File: config.mk
export PLATFORM = sky130hd
export DESIGN_NAME = checked_fifo
export DESIGN_NICKNAME = d
export VERILOG_FILES = /design/src/rtl/checked_fifo.sv
export SDC_FILE = /design/constraint.sdc
export NUM_CORES = 1
export LEC_CHECK = 0
export BUFFER_PORTS_ARGS = -buffer_cell sky130_fd_sc_hd__buf_2
export CAP_MARGIN = 25
export CORE_MARGIN = 4
export CORE_UTILIZATION = 30
export DETAILED_ROUTE_END_ITERATION = 6
export GPL_ROUTABILITY_DRIVEN = 0
export SLEW_MARGIN = 20
export SYNTH_ARGS = -nofsm -noshare
export SYNTH_HDL_FRONTEND = slang
export SYNTH_SLANG_ARGS = --single-unit
File: constraint.sdc
create_clock -name clk -period 2.1 [get_ports clk]
set_input_delay 0.315 -clock clk [delete_from_list [all_inputs] [get_ports clk]]
set_output_delay 0.315 -clock clk [all_outputs]
set_load 0.005 [all_outputs]
File: src/rtl/checked_fifo.sv
// checked_fifo: single-clock synchronous FIFO with registered read data,
// occupancy flags and sticky error reporting.
//
// Ports:
//   clk          rising-edge clock
//   rst          synchronous active-high reset
//   wr_en        write request, wr_data stored when accepted
//   wr_data      write data
//   rd_en        read request, head entry loaded into rd_data when accepted
//   rd_data      registered read data (1-cycle latency, holds when no read)
//   full         count == DEPTH
//   empty        count == 0
//   almost_full  count >= AF_LEVEL
//   almost_empty count <= AE_LEVEL
//   count        current occupancy
//   ovf_err      sticky flag, set by a rejected write
//   unf_err      sticky flag, set by a rejected read
//   err_cnt      saturating count of rejected requests
//   err_clr      clears ovf_err, unf_err and err_cnt (errors that cycle win)
module checked_fifo #(
    parameter int unsigned WIDTH    = 8,
    parameter int unsigned DEPTH    = 8,
    parameter int unsigned AF_LEVEL = DEPTH - 2,
    parameter int unsigned AE_LEVEL = 2,
    parameter int unsigned ERR_W    = 8
) (
    input  logic                     clk,
    input  logic                     rst,
    input  logic                     wr_en,
    input  logic [WIDTH-1:0]         wr_data,
    input  logic                     rd_en,
    output logic [WIDTH-1:0]         rd_data,
    output logic                     full,
    output logic                     empty,
    output logic                     almost_full,
    output logic                     almost_empty,
    output logic [$clog2(DEPTH):0]   count,
    output logic                     ovf_err,
    output logic                     unf_err,
    output logic [ERR_W-1:0]         err_cnt,
    input  logic                     err_clr
);

    localparam int unsigned AW = $clog2(DEPTH);
    localparam int unsigned CW = AW + 1;

    localparam logic [CW-1:0]    DepthC   = CW'(DEPTH);
    localparam logic [CW-1:0]    AfLevelC = CW'(AF_LEVEL);
    localparam logic [CW-1:0]    AeLevelC = CW'(AE_LEVEL);
    localparam logic [ERR_W:0]   ErrMax   = {1'b0, {ERR_W{1'b1}}};

    // Storage is deliberately not reset; stale entries are unreachable
    // because the pointers and count are cleared.
    logic [WIDTH-1:0] mem_q [DEPTH];

    logic [AW-1:0]    wr_ptr_q, wr_ptr_d;
    logic [AW-1:0]    rd_ptr_q, rd_ptr_d;
    logic [CW-1:0]    count_q, count_d;
    logic [WIDTH-1:0] rd_data_q, rd_data_d;
    logic             ovf_q, ovf_d;
    logic             unf_q, unf_d;
    logic [ERR_W-1:0] err_cnt_q, err_cnt_d;

    logic             rd_acc, wr_acc;
    logic             rd_rej, wr_rej;
    logic [1:0]       n_err;
    logic [ERR_W:0]   n_err_ext;
    logic [ERR_W:0]   err_sum;
    logic [ERR_W-1:0] err_base;

    // Request acceptance. A read needs stored data (no fall-through from a
    // same-cycle write); a write into a full FIFO is allowed only when a
    // read frees the head slot on the same edge.
    always_comb begin
        rd_acc = rd_en && (count_q != '0);
        wr_acc = wr_en && ((count_q != DepthC) || rd_acc);
        rd_rej = rd_en && !rd_acc;
        wr_rej = wr_en && !wr_acc;
    end

    // Pointer, count and read-data next state.
    always_comb begin
        wr_ptr_d  = wr_ptr_q;
        rd_ptr_d  = rd_ptr_q;
        count_d   = count_q;
        rd_data_d = rd_data_q;

        // DEPTH is a power of two, so the AW-bit increment wraps
        // DEPTH-1 back to 0.
        if (wr_acc) begin
            wr_ptr_d = wr_ptr_q + AW'(1);
        end
        if (rd_acc) begin
            rd_ptr_d  = rd_ptr_q + AW'(1);
            rd_data_d = mem_q[rd_ptr_q];
        end

        unique case ({wr_acc, rd_acc})
            2'b10:   count_d = count_q + CW'(1);
            2'b01:   count_d = count_q - CW'(1);
            default: count_d = count_q;
        endcase
    end

    // Error flags and counter. A clear in the same cycle as an error leaves
    // the flag set and the counter holding only this cycle's error count.
    always_comb begin
        n_err     = {1'b0, wr_rej} + {1'b0, rd_rej};
        n_err_ext = '0;
        n_err_ext[1:0] = n_err;

        err_base = err_clr ? '0 : err_cnt_q;
        err_sum  = {1'b0, err_base} + n_err_ext;

        if (err_sum > ErrMax) begin
            err_cnt_d = '1;
        end else begin
            err_cnt_d = err_sum[ERR_W-1:0];
        end

        ovf_d = wr_rej ? 1'b1 : (err_clr ? 1'b0 : ovf_q);
        unf_d = rd_rej ? 1'b1 : (err_clr ? 1'b0 : unf_q);
    end

    // Control state; reset overrides every request, so nothing is accepted
    // or counted as an error while rst is high.
    always_ff @(posedge clk) begin
        if (rst) begin
            wr_ptr_q  <= '0;
            rd_ptr_q  <= '0;
            count_q   <= '0;
            rd_data_q <= '0;
            ovf_q     <= 1'b0;
            unf_q     <= 1'b0;
            err_cnt_q <= '0;
        end else begin
            wr_ptr_q  <= wr_ptr_d;
            rd_ptr_q  <= rd_ptr_d;
            count_q   <= count_d;
            rd_data_q <= rd_data_d;
            ovf_q     <= ovf_d;
            unf_q     <= unf_d;
            err_cnt_q <= err_cnt_d;
        end
    end

    // Storage write port.
    always_ff @(posedge clk) begin
        if (!rst && wr_acc) begin
            mem_q[wr_ptr_q] <= wr_data;
        end
    end

    // Flags come straight from the registered count.
    always_comb begin
        full         = (count_q == DepthC);
        empty        = (count_q == '0);
        almost_full  = (count_q >= AfLevelC);
        almost_empty = (count_q <= AeLevelC);
    end

    assign rd_data = rd_data_q;
    assign count   = count_q;
    assign ovf_err = ovf_q;
    assign unf_err = unf_q;
    assign err_cnt = err_cnt_q;

    // Simulation-only sanity checks; synthesis ignores immediate assertions.
    always_ff @(posedge clk) begin
        if (!rst) begin
            assert (count_q <= DepthC)
            else $error("%0t: count=%0d exceeds DEPTH=%0d", $time, count_q, DEPTH);
            assert (!(full && empty))
            else $error("%0t: full and empty both set, count=%0d", $time, count_q);
            assert (ovf_q || !ovf_d || wr_rej)
            else $error("%0t: ovf_err rising without rejected write (wr_en=%0b count=%0d)",
                        $time, wr_en, count_q);
            assert (unf_q || !unf_d || rd_rej)
            else $error("%0t: unf_err rising without rejected read (rd_en=%0b count=%0d)",
                        $time, rd_en, count_q);
        end
    end

endmodule

== Yosys cells after proc, flatten, opt, wreduce, memory -nomap -nowiden ==
Memories as Yosys holds them, arrays and structs flattened. A register that Yosys moved wholly into a read port is not among the register bits.
Index checks and enable logic that the tools add are counted.
Storage, ports and cells
  flip-flop bits (word level): 20
  latch bits: 0
  memory bits (writable): 64
  bits in read-only memories: 0
  input port bits: 13
  output and inout bits: 26
  logic and storage cells: 42
  memories: 1
Operators by class
  add/sub/neg operators: 6
  $mul: 0
  div/mod/pow operators: 0
  order comparisons: 3
  equal/unequal tests: 4
  shift-type cells: 0
  mux-type cells: 8
  bitwise logic cells: 0
  reductions and logical operators: 14
Memory list
  mem_q: depth 8, width 8, read ports 1, clocked after memory_dff 1, write ports 1, RTL line 54  | logic [WIDTH-1:0] mem_q [DEPTH];
Operators by type and width (number)
  8-bit two-way mux: 2
  8-bit by 2-bit adder with 9-bit output: 1
  9-bit by 8-bit > comparator with 1-bit output (second input constant): 1
  4-bit one-hot mux with 2 select lines: 1
  3-bit by 1-bit adder with 3-bit output (second input constant): 2
  2-bit nonzero test: 3
  1-bit logical AND: 5
  1-bit two-way mux: 5
  4-bit by 1-bit adder with 4-bit output (second input constant): 1
  4-bit == test (second input constant): 1
  4-bit by 3-bit greater-or-equal comparator with 1-bit output (second input constant): 1
  4-bit by 2-bit <= comparator with 1-bit output (second input constant): 1
  4-bit logical NOT: 1
  4-bit inequality test (second input constant): 1
  4-bit nonzero test: 1
  4-bit by 1-bit subtractor with 4-bit output (second input constant): 1
  1-bit logical NOT: 3
  1-bit by 1-bit adder with 2-bit output: 1
  2-bit by 1-bit == test with 1-bit output (second input constant): 1
  2-bit == test (second input constant): 1
  1-bit logical OR: 1

== Longest topological paths before layout ==
Gate-level depths: netlist (run 1).
  depth in word-level cells: 10
  mapped depth: 10
  gate-level depth less buffers: 8

== Least setup slack after synthesis (run 1) ==
No wires, ideal clock.
  kind: reg-to-reg
  start point: register count_q[1], in the netlist count[1]
  end point: register err_cnt_q[6], in the netlist err_cnt[6]
  data arrival time: 2.178 ns
  data required time: 1.975 ns
  slack: -0.203 ns
  stages on the path, launching flop included: 9
  cell sequence: dfxtp_1 > buf_4 > or4b_4 > nor2_1 > fa_1 > ha_1 > nand3_1 > nor4b_1 > nor3_1
On the way
  word-level cells in the longest chain between the ends: 10
  elaborated cells on any way between the ends: 13
  those cells by class: add/sub (2); order compare (1); eq/ne (1); mux (1); reduce/logical (8)
RTL lines
  from (decl): RTL line 58  | logic [CW-1:0] count_q, count_d;
  from (signal assigned): RTL line 139  | count_q <= count_d;
  4-bit nonzero test: RTL line 75  | rd_acc = rd_en && (count_q != '0);
  1-bit logical AND: RTL line 75
  1-bit logical OR: RTL line 76  | wr_acc = wr_en && ((count_q != DepthC) || rd_acc);
  1-bit logical AND: RTL line 76
  1-bit logical NOT: RTL line 78  | wr_rej = wr_en && !wr_acc;
  1-bit logical AND: RTL line 78
  1-bit by 1-bit adder with 2-bit output (*): RTL line 108  | n_err = {1'b0, wr_rej} + {1'b0, rd_rej};
  8-bit by 2-bit adder with 9-bit output (*): RTL line 113  | err_sum = {1'b0, err_base} + n_err_ext;
  9-bit by 8-bit > comparator with 1-bit output: RTL line 115  | if (err_sum > ErrMax) begin
  8-bit two-way mux (*): RTL line 115
  to (signal assigned): RTL line 143  | err_cnt_q <= err_cnt_d;
  to (decl): RTL line 62  | logic [ERR_W-1:0] err_cnt_q, err_cnt_d;
Mark *: on every way between the ends. The rest lies on a longest branch, timed or not.
A chain may end at the register's enable or synchronous reset.

== Worst setup path after layout (run 1) ==
  start point: register count_q[0], in the netlist count[0]
  end point: register err_cnt_q[0], in the netlist err_cnt[0]
Same word-level chain as after synthesis.

==> key figures, run 1 <==
Outcome
  – Status: finished clean

Logic synthesis
  – Area leader, netlist: edfxtp_1
  – Syn. warnings: 0
  – Synth Register Bits: 92
  – Synthesized Nets: 278
  – Seq/Total Area, Yosys: 64.6%
  – Number of library cell types mapped by synthesis: 41
  – Mean Syn Cell Area: 14.9 sq um
  – Post-synth EDFFs: 64
  – Cell count after synthesis: 258
  – Asr flop ratio synth: 0%
  – Synth cell count leaders: edfxtp_1, dfxtp_1, nor2_1
  – Primary FF master, synth: edfxtp_1
  – Top cell type's share of synthesized area: 50.0%
  – Post-Syn Area: 3840 sq um
  – Synth area leaders: edfxtp_1, dfxtp_1, mux4_2
  – Count leader, synth: edfxtp_1

Power and ir drop
  – LEAKAGE: 1.70 nW
  – Overall Power: 0.00536 W
  – Maximum vdd drop: 0.470 mV
  – PD cells: 1120 nW/um^2

CTS
  – Later-pin clock latency in the skew report: 0.33 ns
  – CTS sink count: 92
  – Reg clk slew, reported paths: 0.06 ns
  – TritonCTS buffer count: 9
  – TritonCTS clock tree: yes
  – Hold_buf cts: 0
  – H-tree depth: 3
  – Clk buf depth: 2
  – Root buffer cell: clkbuf_16

STA
  – Final period util: 95.9%
  – Hold_ws: 0.254 ns
  – Final hold violations: 0
  – Max-slew violation count: 0
  – Min cycle time layout: 2.01 ns
  – Setup slack after layout: 0.0852 ns
  – Worst rel slew slack: 41.8%
  – Worst Max-Slew Pin Slew: 0.870 ns
  – Setup Skew: 0.00579 ns
  – Setup violations, final: 0
  – Fmax: 0.496 GHz

Global routing
  – Initial antenna violation count: 0
  – Largest net degree at the start of global routing: 21
  – Gr ovfl total: 0
  – First-pass GRT wire length: 12400 um
  – Vias in the first global route: 2277
  – Gr usage total: 11.0%

Finish
  – Synthesis-to-finish area growth: 24.1%
  – Final #Nets: 336
  – Proportion of layout cells with a drive suffix above 1: 34.7%
  – Ant. Diodes: 0

Placement
  – DP HPWL: 5220 um
  – IO Port Bufs: 38
  – Dpl ws: 0.0186 ns

Worst setup path
  – Crit path required time: 2.36 ns
  – Worst EP arrival: 2.28 ns
  – Cell family with most CP delay: simple AND/OR/NAND/NOR gates
  – Worst Path Class, Setup: reg2reg
  – CP Capture Type: flip-flop
  – CP max-delay cell: or4b_4
  – Crit-path max cell delay: 0.58 ns
  – Number of buffers and inverters on the critical path: 0
  – Crit path cell chain: or4b_4 -> nor2_4 -> fa_2 -> ha_4 -> nand4_1 -> nand2b_4 -> a21oi_1
  – Startpoint Class: flip-flop
  – Max FO, Critical Path: 6

Floorplanning
  – Initial Util: 30.6%
  – Die height: 121 um
  – Cell Rows: 41
  – Core ar.: 12600 sq um
  – Ports: 39
  – Die width: 121 um
  – Die area: 14700 sq um

Detailed routing
  – Post-DR vias/cell: 4.66
  – Via Count: 2292
  – Final Routed Wirelength: 7540 um
  – DR iter-0 viols: 132
  – Detail Route Antenna Nets: 0
  – Post-route DRC: 0
  – First drt pass iteration count: 4
  – Wire length per cell: 15.3 um

Job
  – Max-Cap Viols: 0

Hold path
  – Min-delay worst type: in2reg
## final timing paths
check	endpoint	start	cells after the start	slack (ns)
worst max-delay path	err_cnt[0]	count[0]	7	0.09
worst min-delay path	mem_q[3][4]	wr_data[4]	1	0.25
worst min register to register	ovf_err	ovf_err	2	0.49
worst max register to register	err_cnt[0]	count[0]	7	0.09
## sequential cells by signal, indices dropped and copies added (netlist names)
| register | flops |
|---|---|
| rd_data | 8 |
| ovf_err | 1 |
| err_cnt | 8 |
| wr_ptr_q | 3 |
| count | 4 |
| mem_q | 64 |
| rd_ptr_q | 3 |
| unf_err | 1 |
## metal layers
layer | up-vias | share of wire, % | wire length [um] | global-route usage [%]
met2 | 56 | 49 | 3660 | 17.8
met1 | 1130 | 45 | 3390 | 14.8
met3 | 8 | 5.6 | 424 | 2.70
met4 | 0 | 0.88 | 66 | 2.94
met5 | - | 0 | 0 | 0
li1 | 1098 | - | - | -
## power by group
part           switching, W  internal (W)
Sequential         0.000110       0.00210
Clock              0.000647      0.000917
Combinational      0.000768      0.000810
## cell families after synthesis
logic type | after synthesis | share of synthesized area (%)
buffers and inverters | 23 | 2.87
XOR/XNOR | 10 | 2.28
flip-flops | 92 | 64.6
AO/OA/AOI/OAI | 34 | 6.45
multiplexers | 27 | 12.3
AND/OR/NAND/NOR | 65 | 8.83
adder cells (fa/ha/maj) | 7 | 2.67
## through the flow
step | TNS (ns) | instance area [sq um] | util (%) | std cells
after global placement | 0 | 4390 | 34.9 | 475
after floorplan | -0.147 | 3890 | - | 258
after detailed placement | 0 | 4400 | 35.0 | 475
after CTS | 0 | 4690 | 37.3 | 490
final | 0 | 4770 | 37.9 | 492
after global routing | -0.00438 | 4770 | 37.9 | 492
## cell usage in the layout, fill, tap and decap left out, drive strengths merged, types with 3 or more instances in the layout
| master | n |
|---|---|
| xor2 | 6 |
| clkbuf | 9 |
| nor2b | 3 |
| inv | 9 |
| edfxtp | 64 |
| xnor2 | 4 |
| ha | 5 |
| buf | 63 |
| nor3 | 5 |
| a21oi | 10 |
| nand2 | 5 |
| and2 | 3 |
| a211oi | 11 |
| mux2i | 11 |
| dfxtp | 28 |
| nand2b | 6 |
| a31oi | 3 |
| mux4 | 16 |
| nor2 | 24 |
| nand3 | 6 |
| nor4 | 3 |
## final cells by class
cell class,count,area [sq um]
clock buffer,9,225
sequential,92,2480
multi-input combinational,143,1360
tap,172,215
fill,1193,7800
clock inverter,6,63.8
timing repair buffer,63,390
inverter,7,26.3
## timing repair
action / CTS / global route
endpoints found under the setup margin: 0 / 9
buffers inserted: 0 / 2
resized for setup: 0 / 9
Note: power is estimated with default switching activity, not from simulation.
==> inputs of run 2 (changes only) <==
--- a/config.mk
+++ b/config.mk
@@ -11,6 +11,7 @@
 export CORE_UTILIZATION = 30
 export DETAILED_ROUTE_END_ITERATION = 6
 export GPL_ROUTABILITY_DRIVEN = 0
+export RECOVER_POWER = 50
 export SLEW_MARGIN = 20
 export SYNTH_ARGS = -nofsm -noshare
 export SYNTH_HDL_FRONTEND = slang
==> run 2 against run 1 <==
Net effect: register-to-register slack is essentially flat; largest power group unchanged; count of clock-buffer cells in the layout is the same; die area is the same; largest cell class unchanged; utilization shrank 0.28 points.
==> key figures, run 2 (synthesis results as in run 1) <==
Worst setup path
  – Max FO, Critical Path: 6 (unchanged)
  – Reg-to-reg startpoint: count[0]
  – Crit path cell chain: or4b_4 -> nor2_4 -> fa_2 -> ha_4 -> nand4_1 -> nand2b_4 -> a21oi_1
  – Worst EP arrival: 2.27 ns (about the same)
  – CP Capture Type: flip-flop
  – Number of buffers and inverters on the critical path: 0 (unchanged)
  – Crit-path max cell delay: 0.57 ns (about the same)
  – Startpoint Class: flip-flop
  – R2R cell count: 7 (unchanged)
  – Reg2reg end: err_cnt[0]
  – Crit path required time: 2.36 ns (about the same)
  – CP max-delay cell: or4b_4
  – Reg2reg setup slack: 0.09 ns (about the same)
  – Cell family with most CP delay: simple AND/OR/NAND/NOR gates
  – Worst Path Class, Setup: reg2reg

Power and ir drop
  – NetSw: 0.00153 W (+0.13%)
  – Pint: 0.00379 W (-1.1%)
  – Sw frac: 28.7% (+0.26 points)
  – LEAKAGE: 1.63 nW (-4.2%)
  – Maximum vdd drop: 0.469 mV (-0.36%)
  – Seq pwr share: 41.6% (+0.3 points)
  – Clock group share of total power: 29.4% (+0.2 points)
  – PD cells: 1120 nW/um^2 (about the same)
  – Comb pwr share: 28.9% (-0.6 points)

STA
  – Setup slack after layout: 0.0921 ns (+0.00685 ns)
  – Max-slew violation count: 0 (unchanged)
  – Hold_ws: 0.291 ns (+0.0374 ns)
  – Final period util: 95.6% (-0.33 points)
  – Worst Max-Slew Pin Slew: 0.841 ns (-0.0289 ns)
  – Final hold violations: 0 (unchanged)
  – Setup Skew: 0.00549 ns (-0.000303 ns)
  – Setup TNS: 0 ns (unchanged)
  – Setup violations, final: 0 (unchanged)
  – Worst rel slew slack: 43.7% (+1.9 points)
  – Min cycle time layout: 2.01 ns (-0.00685 ns)
  – Fmax: 0.498 GHz (+0.34%)

Floorplanning
  – Initial Util: 30.6% (unchanged)
  – Die area: 14700 sq um (unchanged)
  – Ports: 39 (unchanged)
  – Cell Rows: 41 (unchanged)
  – Die width: 121 um (unchanged)
  – Die height: 121 um (unchanged)
  – Core ar.: 12600 sq um (unchanged)

Finish
  – Top reg by flops: mem_q
  – Proportion of layout cells with a drive suffix above 1: 28.4% (-6.3 points)
  – Max reg flops: 64 (unchanged)
  – Layout filler cell count: 1205 (+1.0%)
  – Final #Nets: 336 (unchanged)
  – Most common cell after layout, fill and taps aside: edfxtp_1
  – Most frequent cells in the layout: edfxtp_1, dfxtp_1, nor2_1
  – Design Area, Final: 4730 sq um (-0.73%)
  – Ant. Diodes: 0 (unchanged)
  – Synthesis-to-finish area growth: 23.2%
  – Final std cells w/o fill: 492 (unchanged)

Detailed routing
  – First drt pass iteration count: 4 (unchanged)
  – Final Routed Wirelength: 7600 um (+0.80%)
  – Post-DR vias/cell: 4.69 (+0.65%)
  – DR iter-0 viols: 122 (-7.6%)
  – Post-route DRC: 0 (unchanged)
  – Via Count: 2307 (+0.65%)
  – Detail Route Antenna Nets: 0 (unchanged)
  – Wire length per cell: 15.4 um (+0.80%)

Global routing
  – Initial antenna violation count: 0 (unchanged)
  – Largest net degree at the start of global routing: 21 (unchanged)
  – First-pass GRT wire length: 12400 um (unchanged)
  – Vias in the first global route: 2277 (unchanged)
  – Gr ovfl total: 0 (unchanged)
  – Gr usage total: 11.0% (unchanged)

CTS
  – TritonCTS clock tree: yes
  – Root buffer cell: clkbuf_16
  – Clk buf depth: 2 (unchanged)
  – H-tree depth: 3 (unchanged)
  – TritonCTS buffer count: 9 (unchanged)
  – CTS sink count: 92 (unchanged)
  – Later-pin clock latency in the skew report: 0.33 ns (about the same)
  – Reg clk slew, reported paths: 0.06 ns (about the same)

Hold path
  – Hold path cells: 2 (+1)
  – Worst hold start: rst
  – Hold Path Sink: rd_data[2]
  – Min-delay worst type: in2reg

Job
  – Max-Cap Viols: 0 (unchanged)

Placement
  – DP HPWL: 5220 um (unchanged)
  – IO Port Bufs: 38 (unchanged)
  – Dpl ws: 0.0186 ns (unchanged)
  – Placed inst area: 4400 sq um (unchanged)
  – DP Cell Count: 475 (unchanged)

Outcome
  – Status: finished clean
run 2: changes by cell type in the layout (fill, tap and decap cells not counted):
cell and change:
buf_2 -16, buf_4 -4, clkbuf_1 +20
run 2: what timing repair did:
item                       in CTS  in global routing
hold buffers                    0                  0
setup endpoints to repair       0                  9
resized for setup               0                  9
setup buffers                   0                  2
run 2: power by group through the flow:
stage          clock network, W  registers, W  logic (W)
4_1_cts                 0.00161       0.00221    0.00156
5_1_grt                 0.00170       0.00223    0.00173
3_3_place_gp                  0       0.00224    0.00154
3_5_place_dp                  0       0.00225    0.00155
6_report                0.00156       0.00221    0.00154
2_1_floorplan                 0       0.00223    0.00106
run 2: worst max path at each step:
stage                         from          end  slack [ns]  cells past startpoint
after floorplan           count[3]     count[3]       -0.08                     10
after global placement       rd_en  mem_q[4][0]        0.02                      3
after detailed placement  count[2]   err_cnt[6]        0.02                      8
after CTS                 count[2]   err_cnt[6]       0.006                      8
after global routing      count[0]   err_cnt[0]      -0.004                      7
final                     count[0]   err_cnt[0]        0.09                      7
run 2: through the flow:
| stage | total power (W) | util, % |
|---|---|---|
| 3_3_place_gp | 0.00377 | 34.9 |
| 3_5_place_dp | 0.00380 | 35.0 |
| 4_1_cts | 0.00538 | 37.3 |
| 6_report | 0.00531 | 37.7 |
| 5_1_grt | 0.00566 | 37.7 |
| 2_1_floorplan | 0.00329 | - |
run 2: final cells by class:
type	instances	area, sq um	area share (%)
Multi-Input combinational cell	143	1360	28.8
Sequential cell	92	2480	52.5
Timing Repair Buffer	63	355	7.51
Tap cell	172	215	4.55
Clock inverter	6	63.8	1.35
Inverter	7	26.3	0.555
Clock buffer	9	225	4.76
run 2: metal layers:
| metal | part of all wire (%) | routed length [um] | track usage (%) | vias to the layer above |
|---|---|---|---|---|
| met1 | 46 | 3530 | 14.8 | 1150 |
| met4 | 0.53 | 40 | 2.94 | 0 |
| met2 | 49 | 3690 | 17.8 | 51 |
| met5 | 0 | 0 | 0 | - |
| met3 | 4.5 | 340 | 2.70 | 4 |
| li1 | - | - | - | 1102 |
